[config.mk]
export PLATFORM = sky130hd
export DESIGN_NAME = intc
export DESIGN_NICKNAME = d
export VERILOG_FILES = /design/src/rtl/intc.sv
export SDC_FILE = /design/constraint.sdc
export NUM_CORES = 1
export LEC_CHECK = 0
export BUFFER_PORTS_ARGS = -buffer_cell sky130_fd_sc_hd__buf_2
export CELL_PAD_IN_SITES_DETAIL_PLACEMENT = 2
export CELL_PAD_IN_SITES_GLOBAL_PLACEMENT = 2
export CORE_AREA = 10 10 67 69
export CTS_BUF_LIST = sky130_fd_sc_hd__clkbuf_16
export DETAILED_ROUTE_END_ITERATION = 10
export DIE_AREA = 0 0 77 79
export PLACE_DENSITY_LB_ADDON = 0.1
export SYNTH_ARGS = -nofsm -noshare
export SYNTH_HDL_FRONTEND = slang
export SYNTH_SLANG_ARGS = --single-unit
[constraint.sdc]
create_clock -name clk -period 1.9 [get_ports clk]
set_input_delay 0.475 -clock clk [delete_from_list [all_inputs] [get_ports clk]]
set_output_delay 0.475 -clock clk [all_outputs]
set_load 0.005 [all_outputs]
[src/rtl/intc.sv]
// Four-source fixed-priority interrupt controller: latches done strobes as pending
// requests and presents the highest-priority one to the CPU via an irq/iack handshake.
module intc #(
  parameter logic [31:0] VEC1 = 32'h0000_0100,
  parameter logic [31:0] VEC2 = 32'h0000_0200,
  parameter logic [31:0] VEC3 = 32'h0000_0300,
  parameter logic [31:0] VEC4 = 32'h0000_0400
) (
  input  logic        clk,
  input  logic        rst,
  input  logic        iack,
  input  logic        done1,
  input  logic        done2,
  input  logic        done3,
  input  logic        done4,
  output logic [31:0] PC_handler,
  output logic        irq
);

  typedef enum logic [1:0] {
    IDLE = 2'd0,
    REQ  = 2'd1,
    ACK  = 2'd2
  } state_t;

  state_t      state_q, state_d;
  logic [3:0]  pending_q, pending_d;
  logic [1:0]  sel_q, sel_d;
  logic [31:0] pc_q, pc_d;
  logic        irq_q, irq_d;
  logic [1:0]  prio_idx;
  logic [31:0] prio_vec;

  // Bit 0 of pending is source 1 (highest priority).
  always_comb begin
    prio_idx = 2'd3;
    if (pending_q[0])      prio_idx = 2'd0;
    else if (pending_q[1]) prio_idx = 2'd1;
    else if (pending_q[2]) prio_idx = 2'd2;
  end

  always_comb begin
    case (prio_idx)
      2'd0:    prio_vec = VEC1;
      2'd1:    prio_vec = VEC2;
      2'd2:    prio_vec = VEC3;
      default: prio_vec = VEC4;
    endcase
  end

  always_comb begin
    state_d   = state_q;
    pending_d = pending_q;
    sel_d     = sel_q;
    pc_d      = pc_q;
    irq_d     = irq_q;
    case (state_q)
      IDLE: begin
        irq_d = 1'b0;
        if (!iack && (|pending_q)) begin
          sel_d   = prio_idx;
          pc_d    = prio_vec;
          irq_d   = 1'b1;
          state_d = REQ;
        end
      end
      REQ: begin
        irq_d = 1'b1;
        if (iack) begin
          pending_d[sel_q] = 1'b0;
          irq_d            = 1'b0;
          state_d          = ACK;
        end
      end
      ACK: begin
        irq_d = 1'b0;
        if (!iack) state_d = IDLE;
      end
      default: begin
        irq_d   = 1'b0;
        state_d = IDLE;
      end
    endcase
    // Applied after the ack clear so a strobe on the ack edge re-arms the source.
    pending_d = pending_d | {done4, done3, done2, done1};
  end

  always_ff @(posedge clk or posedge rst) begin
    if (rst) begin
      state_q   <= IDLE;
      pending_q <= '0;
      sel_q     <= '0;
      pc_q      <= '0;
      irq_q     <= 1'b0;
    end else begin
      state_q   <= state_d;
      pending_q <= pending_d;
      sel_q     <= sel_d;
      pc_q      <= pc_d;
      irq_q     <= irq_d;
    end
  end

  assign PC_handler = pc_q;
  assign irq        = irq_q;

endmodule

==> results by group <==
Status
  • Status: completed

Placed design
  • Placed cell areas: 754 µm²
  • Dpl hpwl: 1360 µm
  • Final GP Congestion: 0.664
  • Post-Place Cells: 129
  • Placement Setup Slack: 0.400 ns
  • PortBufs: 10

Clock tree
  • Resized cells post-CTS: 0
  • Post-CTS setup buffer count: 0
  • CTS Buffer Depth: 2
  • H-tree depth: 1
  • Clock sinks: 12
  • TritonCTS buffer count: 3
  • Reg clk slew, reported paths: 0.04 ns
  • Clock latency on the worst-skew pair: 0.24 ns
  • Hold buffers post-CTS: 0
  • Clock root cell: clkbuf_16
  • CTS tree: yes

Timing
  • Setup-failing EPs final: 0
  • TNS Setup: 0 ns
  • RSZ-0062 raised after global routing: no
  • Tightest Pin Transition: 0.499 ns
  • Final period util: 0.790
  • Fmax: 0.666 GHz
  • Clock skew: 0.00210 ns
  • Relative slew slack: 0.667
  • Final Hold Viols: 0
  • Period minus WS final: 1.50 ns
  • Worst setup margin: 0.399 ns
  • Final Max Slew Viols: 0

Critical path
  • CP required: 2.02 ns
  • Worst reg2reg path depth: 3
  • CP arrival: 1.62 ns
  • Worst setup EP type: flip-flop
  • Critical path type: reg2reg
  • Max FO, Critical Path: 5
  • R2R Setup Slk: 0.40 ns
  • Nature of the critical path startpoint: flip-flop

Route
  • Met1 WL: 679 µm
  • Top routing layer used: met4
  • Detail Route Antenna Nets: 0
  • Vias per cell: 3.33
  • Routed len/inst: 12.2 µm
  • DRT iter0 DRCs: 17
  • Final wirelength: 1630 µm
  • Routed wl met2: 794 µm
  • DRC viols: 0
  • Met3 WL: 143 µm
  • First-pass iteration count of the detailed router: 4
  • Vias: 443

Finish
  • Area growth syn-to-layout: 9.72%
  • N_diodes: 0
  • Commonest non-fill, non-tap cells in the layout: conb_1 (29), dfrtp_1 (12), buf_2 (10)
  • Most common cell after layout, fill and taps aside: conb_1
  • Design area: 833 µm²
  • Post-route non-filler standard cell count: 133
  • Layout cells sized above 1: 0.241
  • Final net count: 96

Global routing
  • Global-route wire length before repair: 2680 µm
  • GRT Util Overall: 0.0556
  • GR Overflow Total: 0
  • Initial antenna violation count: 0
  • Largest net degree at the start of global routing: 13
  • Vias in the first global route: 519

Die
  • Core area: 0.00323 mm²
  • I/O Pins: 40
  • Initial Util: 0.235
  • Die H: 79 µm
  • DIE AREA: 0.00608 mm²
  • Row count: 21
  • Die X: 77 µm

Synth
  • Synth Area in Simple Gates: 0.153
  • Largest area contributor in the netlist: dfrtp_1
  • Synth Register Bits: 12
  • Synth warn: 0
  • Synth area leaders: dfrtp_1 (40%), buf_4 (29%), mux2_4 (5.9%)
  • Synth Area in Adders: 0.0165
  • Yosys top cell area share: 0.395
  • Largest family of logic cells by synthesized area: buffers and inverters
  • Compound-cell area share of the yosys netlist: 0.0577
  • Syn Area/Cell: 10.3 µm²
  • XOR/XNOR share of the synthesized area: 0.0115
  • Synthesized instance count: 74
  • Mux share of post-synthesis cell area: 0.0593
  • Sequential cell area fraction in the yosys report: 0.395
  • Mapped cell area: 759 µm²
  • Count of cell types in the netlist: 23

Power
  • Cell Pwr Density: 972 mW/mm²
  • Worst vdd ir: 0.000305 V
  • Leakage: 0.414 nW

Job
  • Max Cap Viol: 0

Hold path
  • HP Class: in2async
==> worst max-delay path, cell delays in order (launching register included) <==
cell and delay (ns):
dfrtp_1 0.38, or4_4 0.59, nand2_4 0.11, mux2_4 0.30
==> logic make-up after synthesis <==
| kind of cell | count (synthesis) |
|---|---|
| buf+inv | 32 |
| flops | 12 |
| fa+ha+maj | 1 |
| simple gates | 16 |
| xor+xnor | 1 |
| compound gates | 8 |
| mux | 3 |
| other cells | 1 |
==> where the power goes <==
group          total, mW  internal (mW)  leakage [nW]  switching, mW
clock              0.384          0.277        0.0385          0.107
combinational      0.109         0.0505         0.240         0.0581
sequential         0.318          0.287         0.136         0.0312
total              0.810          0.614         0.414          0.196
==> final cells by class <==
type	instances	area, µm²
clock buffer	3	75.1
timing repair buffer	10	50.0
sequential	12	300
inverter	3	11.3
multi-input combinational	58	335
fill	385	2400
clock inverter	1	3.75
tap	46	57.6
==> routing by layer <==
layer	GRT usage	vias up
met4	0.0219	0
met5	0	-
li1	-	210
met2	0.0944	22
met3	0.0338	2
met1	0.0545	209
==> worst paths after layout <==
kind | from | end
setup / recovery | pending_q[2] | PC_handler[9]
min in group clk | done1 | pending_q[0]
hold / removal | rst | PC_handler[9]
max in group asynchronous | rst | sel_q[1]
hold reg to reg | PC_handler[10] | PC_handler[10]
setup reg to reg | pending_q[2] | PC_handler[9]
==> registers in the layout, indices dropped and copies added (netlist names) <==
name	count
sel_q	2
PC_handler	3
irq	1
pending_q	4
state_q	2
==> through the flow <==
step,power (mW),hold WS [ns],utilization
6_report,0.810,0.255,0.258
5_1_grt,0.864,0.302,0.258
4_1_cts,0.829,0.275,0.258
3_5_place_dp,0.428,0.510,0.233
3_3_place_gp,0.429,0.501,0.233
2_1_floorplan,0.434,0.340,-
==> Yosys cell counts <==
library cell,count
a31oi_1,1
nor3_4,1
dfrtp_1,12
mux2_4,3
nor2_1,3
nand2b_1,2
conb_1,1
nand4b_1,1
a21o_1,1
nor3_1,2
xor2_1,1
and2_1,1
ha_1,1
nand2_4,1
or2_2,1
inv_1,3
o21ai_0,2
a21oi_1,4
nor2b_1,1
nand2_1,1
buf_4,29
or4_4,1
and4bb_2,1
Note: power is estimated with default switching activity, not from simulation.
